**config.mk**
```make
export PLATFORM = sky130hd
export DESIGN_NAME = riio_pad_seq
export DESIGN_NICKNAME = d
export VERILOG_FILES = /design/src/rtl/riio_pad_seq_pkg.sv /design/src/rtl/riio_sync2.sv /design/src/rtl/riio_pad_seq.sv
export SDC_FILE = /design/constraint.sdc
export NUM_CORES = 1
export LEC_CHECK = 0
export CAP_MARGIN = 40
export CORE_ASPECT_RATIO = 2
export CORE_MARGIN = 2
export CORE_UTILIZATION = 25
export DETAILED_ROUTE_END_ITERATION = 7
export PLACE_DENSITY_LB_ADDON = 0.2
export SETUP_SLACK_MARGIN = 0.3
export SYNTH_ARGS = -nofsm -noshare
export SYNTH_HDL_FRONTEND = slang
export SYNTH_SLANG_ARGS = --single-unit
```
**constraint.sdc**
```tcl
create_clock -name clk_i -period 5.3 [get_ports clk_i]
set_clock_uncertainty 0.1 [all_clocks]
set_input_delay 0.53 -clock clk_i [delete_from_list [all_inputs] [get_ports clk_i]]
set_output_delay 0.53 -clock clk_i [all_outputs]
set_load 0.01 [all_outputs]
```
**src/rtl/riio_pad_seq_pkg.sv**
```systemverilog
// riio_pad_seq_pkg: shared types and constants for the IO-ring pad power-up sequencer.
package riio_pad_seq_pkg;

  // Sequencer states
  typedef enum logic [2:0] {
    IDLE      = 3'd0,
    DEBOUNCE  = 3'd1,
    RAMP_UP   = 3'd2,
    ON        = 3'd3,
    RAMP_DOWN = 3'd4
  } pad_seq_state_e;

  // Width of the optional power-drop event counter
  localparam int DROP_CNT_W = 8;

  // Larger of two integers, used to size the shared cycle counter
  function automatic int max_int(input int a, input int b);
    if (a > b) begin
      return a;
    end else begin
      return b;
    end
  endfunction

endpackage

```
**src/rtl/riio_sync2.sv**
```systemverilog
// riio_sync2: generic two-flop synchroniser, async active-low reset, resets to 0.
module riio_sync2 #(
  parameter int WIDTH = 1
) (
  input  logic             clk_i,
  input  logic             rst_ni,
  input  logic [WIDTH-1:0] d_i,
  output logic [WIDTH-1:0] q_o
);

  logic [WIDTH-1:0] meta_r;
  logic [WIDTH-1:0] sync_r;

  // Two back-to-back flops to resolve metastability on the asynchronous input
  always_ff @(posedge clk_i or negedge rst_ni) begin
    if (!rst_ni) begin
      meta_r <= '0;
      sync_r <= '0;
    end else begin
      meta_r <= d_i;
      sync_r <= meta_r;
    end
  end

  assign q_o = sync_r;

endmodule

```
**src/rtl/riio_pad_seq.sv**
```systemverilog
// riio_pad_seq: IO-ring pad power-up sequencer. Debounces VDDIO power-good, then
// enables the input buffers and releases output-enable groups one at a time to
// limit simultaneous switching current. Power loss drops everything at once;
// a software disable ramps the groups down in reverse order.
// Optional feature macro: RIIO_PAD_SEQ_STATUS_EN adds a saturating drop counter
// (clr_cnt_i / drop_cnt_o).
module riio_pad_seq
  import riio_pad_seq_pkg::*;
#(
  parameter int N_GROUPS     = 4,
  parameter int DEBOUNCE_CYC = 16,
  parameter int STAGGER_CYC  = 8
) (
  input  logic                  clk_i,
  input  logic                  rst_ni,
  input  logic                  en_i,
  input  logic                  io_pwr_ok_i,
`ifdef RIIO_PAD_SEQ_STATUS_EN
  input  logic                  clr_cnt_i,
  output logic [DROP_CNT_W-1:0] drop_cnt_o,
`endif
  output logic [N_GROUPS-1:0]   grp_oe_en_o,
  output logic                  ie_en_o,
  output logic                  ready_o,
  output logic                  pwr_drop_o
);

  localparam int CNT_W = $clog2(max_int(DEBOUNCE_CYC, STAGGER_CYC) + 1);
  localparam int IDX_W = $clog2(N_GROUPS + 1);

  localparam logic [CNT_W-1:0] DEB_LAST   = CNT_W'(DEBOUNCE_CYC - 1);
  localparam logic [CNT_W-1:0] STG_RELOAD = CNT_W'(STAGGER_CYC - 1);
  localparam logic [IDX_W-1:0] IDX_FULL   = IDX_W'(N_GROUPS);
  localparam logic [IDX_W-1:0] IDX_ONE    = IDX_W'(1);

  // Thermometer mask with the lowest n bits set; keeps enabled groups contiguous from bit 0
  function automatic logic [N_GROUPS-1:0] thermo(input logic [IDX_W-1:0] n);
    logic [N_GROUPS-1:0] m;
    m = '0;
    for (int i = 0; i < N_GROUPS; i++) begin
      m[i] = (IDX_W'(i) < n);
    end
    return m;
  endfunction

  pad_seq_state_e      state_r;
  logic [CNT_W-1:0]    cnt_r;
  logic [IDX_W-1:0]    idx_r;
  logic [N_GROUPS-1:0] grp_r;
  logic                ie_r;
  logic                ready_r;
  logic                drop_r;

  logic                pwr_ok_s;
  logic                drop_event_s;
  logic [IDX_W-1:0]    idx_inc_s;
  logic [IDX_W-1:0]    idx_dec_s;

  riio_sync2 #(.WIDTH(1)) u_pwr_sync (
    .clk_i  (clk_i),
    .rst_ni (rst_ni),
    .d_i    (io_pwr_ok_i),
    .q_o    (pwr_ok_s)
  );

  // Power loss while any pad is (being) enabled, and group-index neighbours
  always_comb begin
    drop_event_s = 1'b0;
    if (!pwr_ok_s &&
        ((state_r == RAMP_UP) || (state_r == ON) || (state_r == RAMP_DOWN))) begin
      drop_event_s = 1'b1;
    end else begin
      drop_event_s = 1'b0;
    end
    idx_inc_s = idx_r + IDX_ONE;
    idx_dec_s = idx_r - IDX_ONE;
  end

  // Sequencer FSM with registered pad controls; power loss takes priority over everything
  always_ff @(posedge clk_i or negedge rst_ni) begin
    if (!rst_ni) begin
      state_r <= IDLE;
      cnt_r   <= '0;
      idx_r   <= '0;
      grp_r   <= '0;
      ie_r    <= 1'b0;
      ready_r <= 1'b0;
      drop_r  <= 1'b0;
    end else if (drop_event_s) begin
      grp_r   <= '0;
      ie_r    <= 1'b0;
      ready_r <= 1'b0;
      drop_r  <= 1'b1;
      idx_r   <= '0;
      cnt_r   <= '0;
      if (en_i) begin
        state_r <= DEBOUNCE;
      end else begin
        state_r <= IDLE;
      end
    end else begin
      drop_r <= 1'b0;
      case (state_r)
        IDLE: begin
          grp_r   <= '0;
          ie_r    <= 1'b0;
          ready_r <= 1'b0;
          idx_r   <= '0;
          cnt_r   <= '0;
          if (en_i) begin
            state_r <= DEBOUNCE;
          end else begin
            state_r <= IDLE;
          end
        end
        DEBOUNCE: begin
          if (!en_i) begin
            state_r <= IDLE;
            cnt_r   <= '0;
          end else if (!pwr_ok_s) begin
            cnt_r <= '0;
          end else if (cnt_r == DEB_LAST) begin
            state_r <= RAMP_UP;
            ie_r    <= 1'b1;
            idx_r   <= IDX_ONE;
            grp_r   <= thermo(IDX_ONE);
            cnt_r   <= STG_RELOAD;
          end else begin
            cnt_r <= cnt_r + CNT_W'(1);
          end
        end
        RAMP_UP: begin
          if (!en_i) begin
            state_r <= RAMP_DOWN;
            ready_r <= 1'b0;
            idx_r   <= idx_dec_s;
            grp_r   <= thermo(idx_dec_s);
            cnt_r   <= STG_RELOAD;
          end else if (cnt_r != '0) begin
            cnt_r <= cnt_r - CNT_W'(1);
          end else if (idx_r == IDX_FULL) begin
            state_r <= ON;
            ready_r <= 1'b1;
          end else begin
            idx_r <= idx_inc_s;
            grp_r <= thermo(idx_inc_s);
            cnt_r <= STG_RELOAD;
          end
        end
        ON: begin
          if (!en_i) begin
            state_r <= RAMP_DOWN;
            ready_r <= 1'b0;
            idx_r   <= idx_dec_s;
            grp_r   <= thermo(idx_dec_s);
            cnt_r   <= STG_RELOAD;
          end else begin
            state_r <= ON;
          end
        end
        RAMP_DOWN: begin
          if (cnt_r != '0) begin
            cnt_r <= cnt_r - CNT_W'(1);
          end else if (idx_r == '0) begin
            ie_r    <= 1'b0;
            state_r <= IDLE;
          end else begin
            idx_r <= idx_dec_s;
            grp_r <= thermo(idx_dec_s);
            cnt_r <= STG_RELOAD;
          end
        end
        default: begin
          state_r <= IDLE;
          cnt_r   <= '0;
          idx_r   <= '0;
          grp_r   <= '0;
          ie_r    <= 1'b0;
          ready_r <= 1'b0;
        end
      endcase
    end
  end

  assign grp_oe_en_o = grp_r;
  assign ie_en_o     = ie_r;
  assign ready_o     = ready_r;
  assign pwr_drop_o  = drop_r;

`ifdef RIIO_PAD_SEQ_STATUS_EN
  logic [DROP_CNT_W-1:0] drop_cnt_r;

  // Saturating count of power-drop events; a clear wins over a coincident drop
  always_ff @(posedge clk_i or negedge rst_ni) begin
    if (!rst_ni) begin
      drop_cnt_r <= '0;
    end else if (clr_cnt_i) begin
      drop_cnt_r <= '0;
    end else if (drop_event_s && (drop_cnt_r != {DROP_CNT_W{1'b1}})) begin
      drop_cnt_r <= drop_cnt_r + DROP_CNT_W'(1);
    end else begin
      drop_cnt_r <= drop_cnt_r;
    end
  end

  assign drop_cnt_o = drop_cnt_r;
`endif

endmodule

```
## Word-level counts from Yosys, hierarchy flattened

Index checks and enable logic that the tools add are counted.

- Bits in registers: 20
- Logic and storage cells: 117

- Add/sub/neg operators: 4
- Reductions and logical operators: 14
- Mux-type cells: 60
- Equal/unequal tests: 22
- Order comparisons: 8

Operator list:

| kind | count |
|---|---|
| 3-bit 2-to-1 mux | 20 |
| 5-bit 2-to-1 mux | 10 |
| 4-bit 2-to-1 mux | 10 |
| 5-bit one-hot mux with 4 select lines | 1 |
| 4-bit != test, second input constant | 4 |
| 4-bit one-hot mux with 4 select lines | 1 |
| 3-bit != test, second input constant | 5 |
| 3-bit one-hot mux with 5 select lines | 1 |
| 1-bit 2-to-1 mux | 14 |
| 1-bit by 3-bit < comparator with 1-bit output, first input constant | 4 |
| 2-bit by 3-bit < comparator with 1-bit output, first input constant | 4 |
| 3-bit one-hot mux with 4 select lines | 1 |
| 6-bit AND reduction | 2 |
| 4-bit by 3-bit != test with 1-bit output, second input constant | 2 |
| 8-bit AND reduction | 1 |
| 3-bit by 2-bit == test with 1-bit output, second input constant | 2 |
| 3-bit == test, second input constant | 2 |
| 3-bit zero test | 2 |
| 3-bit by 2-bit != test with 1-bit output, second input constant | 2 |
| 1-bit one-hot mux with 3 select lines | 2 |
| 5-bit by 1-bit adder with 5-bit output, second input constant | 1 |
| 5-bit by 4-bit == test with 1-bit output, second input constant | 1 |
| 5-bit != test, second input constant | 1 |
| 5-bit nonzero test | 1 |
| 11 further kinds | 14 |

## Logic depth before layout (Yosys ltp)

- Word-level depth: 7
- Depth in mapped cells: 9

## Cells and area by module

A second synthesis with hierarchy kept.

- Cells, all modules: 167
- Area, all modules: 1452.6 µm²

Modules (own cells, without submodules):

| module | area each (µm²) | times used | cells each | sequential area each (µm²) |
|---|---|---|---|---|
| riio_pad_seq | 1402.6 | 1 | 165 | 425.4 |
| riio_sync2 | 50.0 | 1 | 2 | 50.0 |

## Least setup slack after synthesis

No wires, ideal clock.

- Path kind: register to register
- Start point: register idx_r[0]
- End point: register grp_r[0] (netlist: grp_oe_en_o[0])
- Setup slack: 3065 ps
- Data arrival time: 1998 ps
- Required time: 5063 ps
- Cell stages (with the launch flop): 10
- Path buffers: 2
- Clock period less this slack: 2235 ps
- Cells stage by stage: dfrtp_1 clkbuf_1 inv_1 ha_1 clkbuf_1 mux2i_1 xor2_1 a211oi_1 o41ai_1 mux2i_1

- Longest elaborated chain between the ends: 7
- Elaborated cells on any way between the ends: 17
- Classes of those cells: add/sub (2); order compare (2); eq/ne (3); mux (8); reduce/logical (2)

Ends and longest elaborated chain:

| what | line | source |
|---|---|---|
| start: declaration | riio_pad_seq.sv:48 | `logic [IDX_W-1:0] idx_r;` |
| start signal: assignment | riio_pad_seq.sv:136 | `idx_r <= idx_dec_s;` |
| start signal: assignment | riio_pad_seq.sv:145 | `idx_r <= idx_inc_s;` |
| start signal: assignment | riio_pad_seq.sv:154 | `idx_r <= idx_dec_s;` |
| 3-bit by 1-bit adder with 3-bit output | riio_pad_seq.sv:75 | `idx_inc_s = idx_r + IDX_ONE;` |
| 1-bit by 3-bit < comparator with 1-bit output | riio_pad_seq.sv:41 | `m[i] = (IDX_W'(i) < n);` |
| 4-bit 2-to-1 mux | riio_pad_seq.sv:141 | `end else if (idx_r == IDX_FULL) begin` |
| 4-bit 2-to-1 mux | riio_pad_seq.sv:139 | `end else if (cnt_r != '0) begin` |
| 4-bit 2-to-1 mux | riio_pad_seq.sv:133 | `if (!en_i) begin` |
| 4-bit one-hot mux with 4 select lines | riio_pad_seq.sv:103 | `case (state_r)` |
| 4-bit 2-to-1 mux | riio_pad_seq.sv:89 | `end else if (drop_event_s) begin` |
| end signal: assignment | riio_pad_seq.sv:137 | `grp_r <= thermo(idx_dec_s);` |
| end signal: assignment | riio_pad_seq.sv:146 | `grp_r <= thermo(idx_inc_s);` |
| end signal: assignment | riio_pad_seq.sv:155 | `grp_r <= thermo(idx_dec_s);` |
| end: declaration | riio_pad_seq.sv:49 | `logic [N_GROUPS-1:0] grp_r;` |

Several ways; a longest one is shown, not always the timed one. The select of a mux whose other input is x is not followed.
A chain may end at the register's enable or synchronous reset.

## Final worst setup path

- Start point: input en_i
- End point: register cnt_r[1]

- Longest elaborated chain between the ends: 3
- Elaborated cells on any way between the ends: 7
- Classes of those cells: eq/ne (2); mux (4); reduce/logical (1)

Ends and longest elaborated chain:

| what | line | source |
|---|---|---|
| start: declaration | riio_pad_seq.sv:16 | `input logic en_i,` |
| 5-bit 2-to-1 mux (on tied branches) | riio_pad_seq.sv:133, riio_pad_seq.sv:117 |  |
| 5-bit one-hot mux with 4 select lines | riio_pad_seq.sv:103 |  |
| 5-bit 2-to-1 mux | riio_pad_seq.sv:89 |  |
| end signal: assignment | riio_pad_seq.sv:129 | `cnt_r <= cnt_r + CNT_W'(1);` |
| end signal: assignment | riio_pad_seq.sv:140 | `cnt_r <= cnt_r - CNT_W'(1);` |
| end signal: assignment | riio_pad_seq.sv:163 | `cnt_r <= cnt_r - CNT_W'(1);` |
| end: declaration | riio_pad_seq.sv:47 | `logic [CNT_W-1:0] cnt_r;` |

Several ways; a longest one is shown, not always the timed one.

==> impl_metrics.json <==
{
  "synth_warnings": 0,
  "core.rowCount": 40,
  "cts_max_path_buffers": 2,
  "status": "complete, no violations",
  "path_max_fanout": 11,
  "routed_via_density": 5.40,
  "placedCellCount": 228,
  "irDropWorstVdd_mv": 0.120,
  "ctsResizeCount": 0,
  "r2r_cells": 5,
  "setup_violations": 0,
  "timing.hold.ws_ps": 248,
  "insertion_delay_ps": 260,
  "hold_depth": 0,
  "max_freq_ghz": 0.391,
  "nets": 179,
  "path_cells": "clkdlybuf4s50_1 -> nand2_1 -> or3_1 -> mux2i_4 -> a31oi_4 -> mux2_4",
  "clk_pin_slew_ps": 60,
  "path_class": "primary input to register",
  "cp_num_cells": 6,
  "grt_pass1_wl_mm": 6.41,
  "min_period_ps": 2560,
  "utilization": 0.289,
  "drtPass1Iterations": 4,
  "wl_mm": 3.96,
  "htreeDepth": 1,
  "critPathTopFamily": "buffers and inverters",
  "slowest_delay_ps": 710,
  "fin_crit_sh": 0.483,
  "diodes": 0,
  "nFillCells": 653,
  "power.density_mw_per_mm2": 239,
  "slew_headroom": 0.445,
  "worst-endpoint-required_ps": 5340,
  "clock_tree.root_cell": "clkbuf_16",
  "numCtsBuffers": 3,
  "gp_congestion": 0.904,
  "die_width_um": 59.5,
  "top_level_ports": 11,
  "ctsHoldBuffers": 0,
  "hold_path_class": "register to register",
  "avgSynthCellArea_um2": 9.18,
  "die_h_um": 115,
  "wire_per_inst_um": 17.1,
  "drv_slew": 0,
  "cp-start-kind": "primary input",
  "ys.flop_type": "dfrtp_1",
  "vias": 1253,
  "critPathBufInv": 1,
  "ant_nets": 0,
  "power.leakage_uw": 0.000712,
  "synthArstFlopShare": 1.00,
  "maxCapViolations": 0,
  "setup_ws_ps": 2740,
  "tritoncts": "built",
  "rsz0062_at_grt": "no",
  "grt_max_degree": 19,
  "antenna_found_initial": 0,
  "synth_nets": 177,
  "end_kind": "register",
  "drt-initial-drc-count": 57,
  "drc": 0,
  "die-area_mm2": 0.00685,
  "post-cts-setup-buffers": 0,
  "grt_usage": 0.123,
  "yosysSeqAreaShare": 0.308,
  "synth.distinct_cells": 51,
  "grt.overflow.total": 0,
  "synth_edf_count": 0,
  "ys_seq_elements": 19,
  "netlist_instances": 168,
  "multi_input_area_um2": 960,
  "synth_area_mm2": 0.00154,
  "first_global_vias": 1345,
  "synthToLayoutAreaGrowth_pct": 12.7,
  "tns_ps": 0,
  "slowest_stage": "clkdlybuf4s50_1",
  "drive_above_1_share": 0.118,
  "cts_sinks": 19,
  "io_buffers": 10,
  "start_util": 0.257,
  "hold_viol_final": 0,
  "regArea_um2": 475,
  "critPathArrivalTime_ps": 2600,
  "hpwl_mm": 3.13,
  "core_area_mm2": 0.00601,
  "preCtsSetupSlack_ps": 2500,
  "layout.cells.non_filler": 232,
  "tightest_slew_ps": 821
}
==> cell type report <==
type                       count  share of cell area
multi-input combinational    128               0.552
sequential                    19               0.274
timing repair buffer          11              0.0662
tap                           63              0.0454
clock buffer                   3              0.0432
inverter                       7              0.0151
clock inverter                 1             0.00432
==> cell usage after synthesis (all sizes together), types with 3 or more instances <==
master / instances / area (um2)
mux2i: 7 / 82.6
o22ai: 3 / 18.8
ha: 5 / 62.6
nor3: 3 / 26.3
buf: 9 / 62.6
clkbuf: 5 / 18.8
nor2b: 4 / 25.0
o21a: 3 / 22.5
xnor2: 3 / 26.3
dfrtp: 19 / 475
nand2: 12 / 45.0
nand2b: 6 / 45.0
nor2: 12 / 45.0
o21ai: 12 / 63.8
a21oi: 13 / 68.8
nand3: 5 / 25.0
xor2: 3 / 26.3
inv: 7 / 26.3
mux2: 7 / 101
==> worst reg2reg max path, stage by stage, from the launching register on <==
cell and delay, ps:
dfrtp_1 590, nand4bb_1 540, o21ai_0 440, o21ai_0 200
a311oi_1 300, mux2_4 190
==> layout by cell type, fill, tap and decap left out, types with 4 or more instances in the layout <==
cell | netlist | routed
nor2b_1 | 4 | 4
nand3_1 | 5 | 5
ha_1 | 5 | 5
dfrtp_1 | 19 | 19
nand2_1 | 12 | 12
inv_1 | 7 | 7
nor2_1 | 12 | 12
mux2i_1 | 6 | 6
clkdlybuf4s50_1 | 0 | 10
mux2_4 | 6 | 6
o21ai_0 | 11 | 11
a21oi_1 | 12 | 12
nand2b_1 | 5 | 5
==> flip-flops by register name, indices dropped and copies added, names as in the netlist <==
name and cells:
u_pwr_sync.meta_r 1, ready_o 1, cnt_r 5, state_r 3, grp_oe_en_o 4, ie_en_o 1, u_pwr_sync.q_o 1, idx_r 2
pwr_drop_o 1
==> through the flow <==
stage               power [uW]  area [um2]
floorplan                  229        1540
global placement           253        1640
detailed placement         255        1660
CTS                        422        1740
global route               435        1740
finish                     416        1740
==> final timing paths <==
kind,start,to,slack [ps]
hold / removal,u_pwr_sync.meta_r,u_pwr_sync.q_o,250
setup / recovery,en_i,cnt_r[1],2740
max in group asynchronous,rst_ni,cnt_r[2],4200
hold reg to reg,u_pwr_sync.meta_r,u_pwr_sync.q_o,250
setup reg to reg,state_r[1],grp_oe_en_o[1],2900
min in group asynchronous,rst_ni,u_pwr_sync.q_o,460
==> layer usage <==
metal / global-route usage / part of all wire / routed length [um] / up-vias
met5: 0 / 0 / 0 / -
met4: 0.0741 / 0.034 / 133 / 0
met3: 0.00900 / 0.027 / 105 / 8
met2: 0.236 / 0.58 / 2290 / 29
met1: 0.121 / 0.36 / 1430 / 611
li1: - / - / - / 605
==> kinds of logic (layout without fill, tap and decap cells) <==
family / after synthesis / in the layout / share of synthesized area
AO/OA/AOI/OAI: 49 / 49 / 0.217
multiplexers: 14 / 14 / 0.119
XOR/XNOR: 6 / 6 / 0.0341
buffers and inverters: 21 / 22 / 0.0697
flip-flops: 19 / 19 / 0.308
AND/OR/NAND/NOR: 54 / 54 / 0.211
adder cells (fa/ha/maj): 5 / 5 / 0.0406
==> where the power goes <==
group / internal [uW] / switching, uW / total, uW
clock network: 102 / 61.1 / 163
registers: 151 / 14.5 / 165
logic: 37.1 / 50.0 / 87.1
total: 290 / 126 / 416
(Power assumes the default switching activity.)
